**config.mk**
```make
export PLATFORM = sky130hd
export DESIGN_NAME = cpu_seq_ctrl
export DESIGN_NICKNAME = d
export VERILOG_FILES = /design/src/rtl/cpu_pkg.sv /design/src/rtl/opcode_class_dec.sv /design/src/rtl/cpu_seq_ctrl.sv
export SDC_FILE = /design/constraint.sdc
export NUM_CORES = 1
export LEC_CHECK = 0
export ABC_CLOCK_PERIOD_IN_PS = 1820
export CORE_MARGIN = 2
export CORE_UTILIZATION = 44
export CTS_BUF_LIST = sky130_fd_sc_hd__clkbuf_8
export DETAILED_ROUTE_END_ITERATION = 16
export PLACE_DENSITY = 0.75
export RECOVER_POWER = 25
export SLEW_MARGIN = 20
export SYNTH_ARGS = -nofsm -noshare
export SYNTH_HDL_FRONTEND = slang
export SYNTH_HIERARCHICAL = 1
export SYNTH_SLANG_ARGS = --single-unit
```
**constraint.sdc**
```tcl
create_clock -name clk -period 1.82 [get_ports clk]
set_clock_uncertainty 0.05 [all_clocks]
set_input_delay 0.273 -clock clk [delete_from_list [all_inputs] [get_ports clk]]
set_output_delay 0.273 -clock clk [all_outputs]
set_load 0.03 [all_outputs]
```
**src/rtl/cpu_pkg.sv**
```systemverilog
// Shared control-path types for the milestone CPU: sequencer states,
// RV32I base opcodes and the opcode-class encoding used by decode.
package cpu_pkg;

  localparam int unsigned STATE_W  = 4;
  localparam int unsigned OPCODE_W = 7;
  localparam int unsigned CLASS_W  = 3;

  typedef enum logic [STATE_W-1:0] {
    ST_IDLE   = 4'd0,
    ST_FETCH  = 4'd1,
    ST_DECODE = 4'd2,
    ST_EXEC   = 4'd3,
    ST_MEM    = 4'd4,
    ST_WB     = 4'd5,
    ST_PCSET  = 4'd6,
    ST_PCINC  = 4'd7,
    ST_ERROR  = 4'd15
  } state_e;

  typedef enum logic [CLASS_W-1:0] {
    CLS_ALU    = 3'd0,
    CLS_LOAD   = 3'd1,
    CLS_STORE  = 3'd2,
    CLS_BRANCH = 3'd3,
    CLS_JUMP   = 3'd4,
    CLS_BAD    = 3'd5
  } op_class_e;

  localparam logic [OPCODE_W-1:0] OPC_OP     = 7'b0110011;
  localparam logic [OPCODE_W-1:0] OPC_OP_IMM = 7'b0010011;
  localparam logic [OPCODE_W-1:0] OPC_LUI    = 7'b0110111;
  localparam logic [OPCODE_W-1:0] OPC_AUIPC  = 7'b0010111;
  localparam logic [OPCODE_W-1:0] OPC_LOAD   = 7'b0000011;
  localparam logic [OPCODE_W-1:0] OPC_STORE  = 7'b0100011;
  localparam logic [OPCODE_W-1:0] OPC_BRANCH = 7'b1100011;
  localparam logic [OPCODE_W-1:0] OPC_JAL    = 7'b1101111;
  localparam logic [OPCODE_W-1:0] OPC_JALR   = 7'b1100111;

  // Map a major opcode onto the sequencing class that selects the phase path.
  function automatic op_class_e classify(input logic [OPCODE_W-1:0] opc);
    op_class_e cls;
    case (opc)
      OPC_OP, OPC_OP_IMM, OPC_LUI, OPC_AUIPC: cls = CLS_ALU;
      OPC_LOAD:                               cls = CLS_LOAD;
      OPC_STORE:                              cls = CLS_STORE;
      OPC_BRANCH:                             cls = CLS_BRANCH;
      OPC_JAL, OPC_JALR:                      cls = CLS_JUMP;
      default:                                cls = CLS_BAD;
    endcase
    return cls;
  endfunction

endpackage

```
**src/rtl/opcode_class_dec.sv**
```systemverilog
// Combinational opcode-to-class decoder; shared by the sequencer and datapath.
module opcode_class_dec
  import cpu_pkg::*;
(
  input  logic [6:0] opcode,
  output logic [2:0] op_class_c
);

  always_comb begin
    op_class_c = 3'(classify(opcode));
  end

endmodule

```
**src/rtl/cpu_seq_ctrl.sv**
```systemverilog
// Multi-cycle fetch/decode/exec/mem/wb sequencer. Outputs are flopped from the
// next state so they line up with the state they belong to.
module cpu_seq_ctrl
  import cpu_pkg::*;
(
  input  logic       clk,
  input  logic       rst,
  input  logic       run,
  input  logic [6:0] opcode,
  input  logic       branch_taken,
  input  logic       mem_ack,
  output logic       mem_req,
  output logic       mem_we,
  output logic       ir_load,
  output logic       reg_we,
  output logic       jump,
  output logic       branch,
  output logic       inc_pc,
  output logic       illegal,
  output logic [3:0] state
);

  state_e    state_q,   state_d;
  op_class_e cls_q,     cls_d;
  logic      jump_q,    jump_d;
  logic      branch_q,  branch_d;
  logic      mem_req_q, mem_req_d;
  logic      mem_we_q,  mem_we_d;
  logic      ir_load_q, ir_load_d;
  logic      reg_we_q,  reg_we_d;
  logic      inc_pc_q,  inc_pc_d;
  logic      illegal_q, illegal_d;

  logic [2:0] dec_raw_c;
  op_class_e  dec_cls_c;

  opcode_class_dec u_opcode_class_dec (
    .opcode     (opcode),
    .op_class_c (dec_raw_c)
  );

  assign dec_cls_c = op_class_e'(dec_raw_c);

  // Next state, latched PC selects, and registered strobes.
  always_comb begin
    state_d  = state_q;
    cls_d    = cls_q;
    jump_d   = jump_q;
    branch_d = branch_q;

    case (state_q)
      ST_IDLE: begin
        if (run) state_d = ST_FETCH;
      end
      ST_FETCH: begin
        if (mem_ack) state_d = ST_DECODE;
      end
      ST_DECODE: begin
        cls_d   = dec_cls_c;
        state_d = (dec_cls_c == CLS_BAD) ? ST_ERROR : ST_EXEC;
      end
      ST_EXEC: begin
        jump_d   = (cls_q == CLS_JUMP);
        branch_d = (cls_q == CLS_BRANCH) && branch_taken;
        case (cls_q)
          CLS_LOAD, CLS_STORE: state_d = ST_MEM;
          CLS_BRANCH:          state_d = ST_PCSET;
          default:             state_d = ST_WB;
        endcase
      end
      ST_MEM: begin
        if (mem_ack) state_d = (cls_q == CLS_LOAD) ? ST_WB : ST_PCSET;
      end
      ST_WB: begin
        state_d = ST_PCSET;
      end
      ST_PCSET: begin
        state_d = ST_PCINC;
      end
      ST_PCINC: begin
        jump_d   = 1'b0;
        branch_d = 1'b0;
        state_d  = run ? ST_FETCH : ST_IDLE;
      end
      ST_ERROR: begin
        state_d = ST_ERROR;
      end
      default: begin
        state_d = ST_ERROR;
      end
    endcase

    mem_req_d = (state_d == ST_FETCH) || (state_d == ST_MEM);
    mem_we_d  = (state_d == ST_MEM) && (cls_d == CLS_STORE);
    ir_load_d = (state_d == ST_DECODE);
    reg_we_d  = (state_d == ST_WB);
    inc_pc_d  = (state_d == ST_PCINC);
    illegal_d = illegal_q || (state_d == ST_ERROR);
  end

  always_ff @(posedge clk or posedge rst) begin
    if (rst) begin
      state_q   <= ST_IDLE;
      cls_q     <= CLS_ALU;
      jump_q    <= 1'b0;
      branch_q  <= 1'b0;
      mem_req_q <= 1'b0;
      mem_we_q  <= 1'b0;
      ir_load_q <= 1'b0;
      reg_we_q  <= 1'b0;
      inc_pc_q  <= 1'b0;
      illegal_q <= 1'b0;
    end else begin
      state_q   <= state_d;
      cls_q     <= cls_d;
      jump_q    <= jump_d;
      branch_q  <= branch_d;
      mem_req_q <= mem_req_d;
      mem_we_q  <= mem_we_d;
      ir_load_q <= ir_load_d;
      reg_we_q  <= reg_we_d;
      inc_pc_q  <= inc_pc_d;
      illegal_q <= illegal_d;
    end
  end

  assign mem_req = mem_req_q;
  assign mem_we  = mem_we_q;
  assign ir_load = ir_load_q;
  assign reg_we  = reg_we_q;
  assign jump    = jump_q;
  assign branch  = branch_q;
  assign inc_pc  = inc_pc_q;
  assign illegal = illegal_q;
  assign state   = 4'(state_q);

endmodule

```
==> results.toml, run 1 <==
[timing]
timing.fmax_mhz = 566.1
slew_violations = 0
finalSetupViolCount = 0
hold_viol_final = 0
maxSlewHeadroom_pct = 61.94
timing.final.crit_share_pct = 97.05
fin_hold_ws_ns = 0.4268
tightest_slew_ns = 0.5702
fin_crit_ns = 1.766

[route]
vias_per_cell = 5.215
drt_iter0_markers = 21
drc = 0
antenna_left = 0
finalWirelength_um = 1925
wl_per_cell_um = 14.26
firstDrtPassIters = 4
vias = 704

[worst_setup_path]
crit_path_end = "mem_we$_DFF_PP0_"
crit_path_end_kind = "flop"
r2r_start = "state[0]$_DFF_PP0_"
r2r-end = "mem_we$_DFF_PP0_"
ff2ff_setup_slack_ns = 0.06
crit_path_start = "opcode[6]"
crit_arrival_ns = 1.86
worst-setup-path-type = "input port to flop"
critPathMaxFanout = 4
crit_required_ns = 1.91
r2r_cells = 3
start_kind = "input port"

[yosys]
synthTopCellsByArea = "dfrtp_1 (44%), nor4b_4 (2.8%), buf_6 (2.7%)"
synthFlopType = "dfrtp_1"
synth_top_cell_by_area = "dfrtp_1"
avgSynthCellArea_sq_um = 11.13
synth_edf_count = 0
netlist_area_sq_um = 845.8
ys_ff_latch = 15
synth_compound_area_share_pct = 12.87
synth_seq_area_share_pct = 44.38
synthesis.nets = 88
synthAdderAreaFrac_pct = 0
synth_top_cell_area_share_pct = 44.38
synth_top_family_by_area = "simple AND/OR/NAND/NOR gates"
synth.area.mux_share_pct = 5.178
yosysWarningCount = 6
synth_xor_area_share_pct = 0
yosys.cell_types.count = 42
yosys.area_share.simple_pct = 31.66
postSynthCellCount = 76
synth-async-reset-ratio_pct = 100.0

[flow_run]
maxCapViolCount = 0

[grt]
grt_pass1_wl_um = 3036
grt_pass1_vias = 697
grt_overflow_total = 0
grt_use_total_pct = 18.97
grtUsageMet3_pct = 3.774
grt_max_degree = 16
antenna_found_initial = 0
grtUsageMet2_pct = 30.67
use_met1_pct = 25.93
busiest_layer = "met2"

[die]
start_util_pct = 47.94
io_pins = 24
die_x_um = 47.85
die_y_um = 47.85
die-area_sq_um = 2289
core_sq_um = 1764
rows = 15

[power]
power_density_nw_per_um2 = 1298
p_leak_nw = 0.5620
max-vdd-ir-drop_mv = 0.9498

[clock_tree]
root_buffer = "clkbuf_8"
clkTransAtPathRegs_ns = 0.06
cts_buffers = 3
htree_levels = 1
cts_tree = "done"
clk_path_buf_depth = 2
clkSinkCount = 15
clkLatencyLatePin_ns = 0.24

[hold_path]
hold_path.class = "flop to flop"

[final_layout]
nets = 123
drive_gt1_share_pct = 32.73
synthToLayoutAreaGrowth_pct = 46.15
antenna-diode-count = 0
final_core_util_pct = 70.07

[placement]
routabilityCongestion = 0.7366
dp_hpwl_um = 1376
io_buffer_count = 23

[run_status]
status = "finished clean"
[metal layers]
| layer | part of all wire [%] | vias to the layer above | routed length [um] |
|---|---|---|---|
| li1 | - | 346 | - |
| met3 | 4.2 | 3 | 80 |
| met5 | 0 | - | 0 |
| met4 | 0.99 | 0 | 19 |
| met1 | 46 | 334 | 880 |
| met2 | 49 | 21 | 945 |
[worst max-delay path: stages]
cell and delay, ns:
clkdlybuf4s50_1 0.49, nor3b_1 0.32, o311ai_2 0.18, mux2_2 0.31, nor4_2 0.29
[registers in the layout, indices dropped and copies added (netlist names)]
| name | flops |
|---|---|
| inc_pc | 1 |
| state | 4 |
| cls_q | 3 |
| illegal | 1 |
| reg_we | 1 |
| mem_we | 1 |
| ir_load | 1 |
| branch | 1 |
| jump | 1 |
| mem_req | 1 |
[placed cells by master, fill, tap and decap left out, drive strengths merged, types with 2 or more instances in the layout]
| master | count |
|---|---|
| dfrtp | 15 |
| clkdlybuf4s50 | 14 |
| buf | 11 |
| nand2 | 6 |
| inv | 5 |
| dlymetal6s2s | 5 |
| nor2 | 5 |
| o21ai | 3 |
| clkbuf | 3 |
| dlygate4sd2 | 3 |
| mux2 | 3 |
| nand2b | 3 |
| a21oi | 2 |
| nor2b | 2 |
| nand3 | 2 |
| nor4 | 2 |
| nor4b | 2 |
| a21bo | 2 |
| and4bb | 2 |
| o311ai | 2 |
[worst min-delay path by stage]
stage                               endpoint  slack, ns         startpoint  cells after the start
final                      illegal$_DFF_PP0_       0.43  illegal$_DFF_PP0_                      1
after global routing       illegal$_DFF_PP0_       0.45  illegal$_DFF_PP0_                      1
after CTS                   reg_we$_DFF_PP0_       0.35                rst                      2
after detailed placement   illegal$_DFF_PP0_       0.40  illegal$_DFF_PP0_                      1
after global placement     illegal$_DFF_PP0_       0.41  illegal$_DFF_PP0_                      1
after floorplan           branch$_DFFE_PP0P_       0.12                rst                      1
[stage by stage]
stage               setup TNS [ns]  setup slack, ns  instance area [sq um]  std cells  power [W]
detailed placement         -0.7610          -0.2218                   1155        131   0.001354
CTS                              0         0.008497                   1196        135   0.001602
floorplan                        0          0.03556                  845.8         76   0.001043
global placement           -0.6288          -0.1924                   1155        131   0.001338
global route              -0.05139         -0.02735                   1236        135   0.001724
finish                           0          0.05362                   1236        135   0.001604
[cell usage after synthesis, types with 2 or more instances]
master and instances:
a21oi_1 2, buf_6 2, dfrtp_1 15, inv_1 4
mux2_2 2, nand2_1 6, nand3_1 2, nor2_1 5
nor2b_1 2, o21ai_0 3, o311ai_1 2
[cell families after synthesis]
| family | Yosys count |
|---|---|
| compound gates | 14 |
| buf+inv | 8 |
| flops | 15 |
| mux | 4 |
| simple gates | 35 |
[power breakdown]
group | total, W | leakage (nW) | switching [W] | internal [W]
Clock | 0.000259 | 0.0269 | 0.000110 | 0.000149
Combinational | 0.000801 | 0.355 | 0.000401 | 0.000400
Sequential | 0.000544 | 0.180 | 0.000121 | 0.000423
Total | 0.00160 | 0.562 | 0.000632 | 0.000973
[what timing repair did]
| action | CTS | global route |
|---|---|---|
| pin swaps | 0 | 1 |
| buffers inserted | 0 | 0 |
| hold buffers | 0 | 0 |
| endpoints found under the setup margin | 3 | 3 |
| gates resized for setup | 3 | 12 |
[final cells by class]
cell class                 instances  area [sq um]
sequential                        15         377.9
inverter                           4         15.01
clock inverter                     1         3.754
fill                             143         528.0
timing repair buffer              34         321.6
multi-input combinational         53         445.4
clock buffer                       3         41.29
tap                               25         31.28
Note: power is estimated with default switching activity, not from simulation.
==> inputs of run 2 (changes only) <==
CORE_MARGIN = not set   (was 2)
==> run 2 against run 1 <==
  * Sequential share of layout area increased by 0.40 points
  * Worst setup slack worse by 0.024 ns
  * Global-route usage is 2.1 points higher
  * Critical path depth fell by 1
  * Clock power rose by 3%
  * Final area down 1.6%
  * Register-to-register slack worse by 0.03 ns
  * First-iteration DRC count decreased by 62%
  * Total power down 0.27%
  * Highest routed layer unchanged
  * Die area down 8.2%
==> results.toml, run 2 (same netlist as run 1, synthesis figures left out) <==
[run_status]
status = "finished clean"

[placement]
routabilityCongestion = 0.7499
place_ws_ns = -0.2299
dp_hpwl_um = 1426
io_buffer_count = 23

[timing]
worst_slack_ns = 0.02936
slew_violations = 0
timing.fmax_mhz = 558.5
finalSetupViolCount = 0
maxSlewHeadroom_pct = 60.46
tightest_slew_ns = 0.5925
fin_crit_ns = 1.791
hold_viol_final = 0
rsz0062_at_grt = "yes"
timing.final.crit_share_pct = 98.39
fin_hold_ws_ns = 0.4227

[flow_run]
maxCapViolCount = 0

[grt]
grt_overflow_total = 0
grt_pass1_vias = 675
grt_max_degree = 16
antenna_found_initial = 0
grt_use_total_pct = 21.09
grt_pass1_wl_um = 3056

[route]
drt_iter0_markers = 8
antenna_left = 0
vias = 732
firstDrtPassIters = 4
finalWirelength_um = 1918
vias_per_cell = 5.382
drc = 0
wl_per_cell_um = 14.10

[die]
die_x_um = 45.85
die_y_um = 45.85
rows = 15
core_sq_um = 1764
start_util_pct = 47.94
die-area_sq_um = 2102
io_pins = 24

[power]
sw_frac_of_total_pct = 39.75
combPwrFrac_pct = 48.9
power_density_nw_per_um2 = 1316
max-vdd-ir-drop_mv = 1.014
clock_power_share_pct = 16.7
pwr-share-seq_pct = 34.3
power_switching_w = 0.0006361
p_int_w = 0.0009640
p_leak_nw = 0.5429

[worst_setup_path]
crit_arrival_ns = 1.89
start_kind = "flop"
critPathMaxFanout = 5
worst-setup-path-type = "flop to flop"
r2r-end = "mem_we$_DFF_PP0_"
r2r_start = "state[2]$_DFF_PP0_"
r2r_cells = 4
crit_path_end_kind = "flop"
ff2ff_setup_slack_ns = 0.03
crit_required_ns = 1.92
crit_path_start = "state[2]$_DFF_PP0_"

[clock_tree]
cts_buffers = 3
cts_tree = "done"
clk_path_buf_depth = 2
clkTransAtPathRegs_ns = 0.06
clkSinkCount = 15
root_buffer = "clkbuf_8"
postCtsHoldBufs = 0
htree_levels = 1
clkLatencyLatePin_ns = 0.25

[hold_path]
min_to = "illegal$_DFF_PP0_"
worstHoldStart = "illegal$_DFF_PP0_"
hold_path.class = "flop to flop"
hold_depth = 1

[final_layout]
largest_reg_flops = 4
synthToLayoutAreaGrowth_pct = 43.79
antenna-diode-count = 0
drive_gt1_share_pct = 29.73
layout_common_cells = "clkdlybuf4s50_1 (16), dfrtp_1 (14), buf_4 (12), nand2_1 (6)"
final_common_cell = "clkdlybuf4s50_1"
nets = 124
final_core_util_pct = 68.94
[run 2: repair_timing]
action | 4_1_cts | 5_1_grt
setup endpoints to repair | 3 | 4
buffers inserted | 0 | 2
pin swaps | 0 | 1
endpoints found under the hold margin | 0 | 0
resized for setup | 3 | 5
[run 2: power groups by stage]
stage	registers [W]	logic [W]	clock network, W
2_1_floorplan	0.000608	0.000435	0
3_3_place_gp	0.000545	0.000782	0
3_5_place_dp	0.000552	0.000796	0
4_1_cts	0.000544	0.000779	0.000280
5_1_grt	0.000563	0.000849	0.000296
6_report	0.000550	0.000783	0.000268
[run 2: layer usage]
layer	vias up	share of wire [%]	GRT usage (%)
li1	355	-	-
met1	353	46	24.88
met2	22	48	35.21
met3	2	4.8	7.540
met4	0	0.63	7.059
met5	-	0	0
[run 2: critical path, stage by stage (launching register included)]
cell and delay, ns:
dfrtp_1 0.43, buf_4 0.18, nor4b_4 0.36, mux2_2 0.40
nor4_2 0.28
[run 2: worst max-delay path by stage]
| stage | to | slack [ns] | cells past startpoint |
|---|---|---|---|
| 4_1_cts | state[1] | 0.007 | 1 |
| 5_1_grt | mem_we$_DFF_PP0_ | -0.03 | 6 |
| 6_report | mem_we$_DFF_PP0_ | 0.03 | 4 |
| 3_3_place_gp | illegal$_DFF_PP0_ | -0.19 | 5 |
| 2_1_floorplan | mem_we$_DFF_PP0_ | 0.04 | 4 |
| 3_5_place_dp | illegal$_DFF_PP0_ | -0.23 | 5 |
[run 2: final cells by class]
class / instances / area, sq um
well taps: 25 / 31.28
inverters: 4 / 15.01
fillers: 155 / 548.0
clock inverters: 1 / 5.005
flip-flops and latches: 15 / 376.6
clock buffers: 3 / 41.29
multi-input cells: 53 / 422.9
repair buffers: 35 / 324.1
[run 2: metrics by stage]
stage          total power, W  cell area (sq um)  instances  setup TNS, ns
2_1_floorplan        0.001043              845.8         76              0
3_3_place_gp         0.001327               1147        130        -0.6278
3_5_place_dp         0.001348               1147        130        -0.7928
4_1_cts              0.001603               1190        134              0
5_1_grt              0.001708               1216        136       -0.04812
6_report             0.001600               1216        136              0
==> inputs of run 3 (changes only) <==
CTS_CLUSTER_SIZE = 10   (was not set)
==> results of run 3 <==
Same layout as run 2: the final DEF is identical, and so are final timing and power.
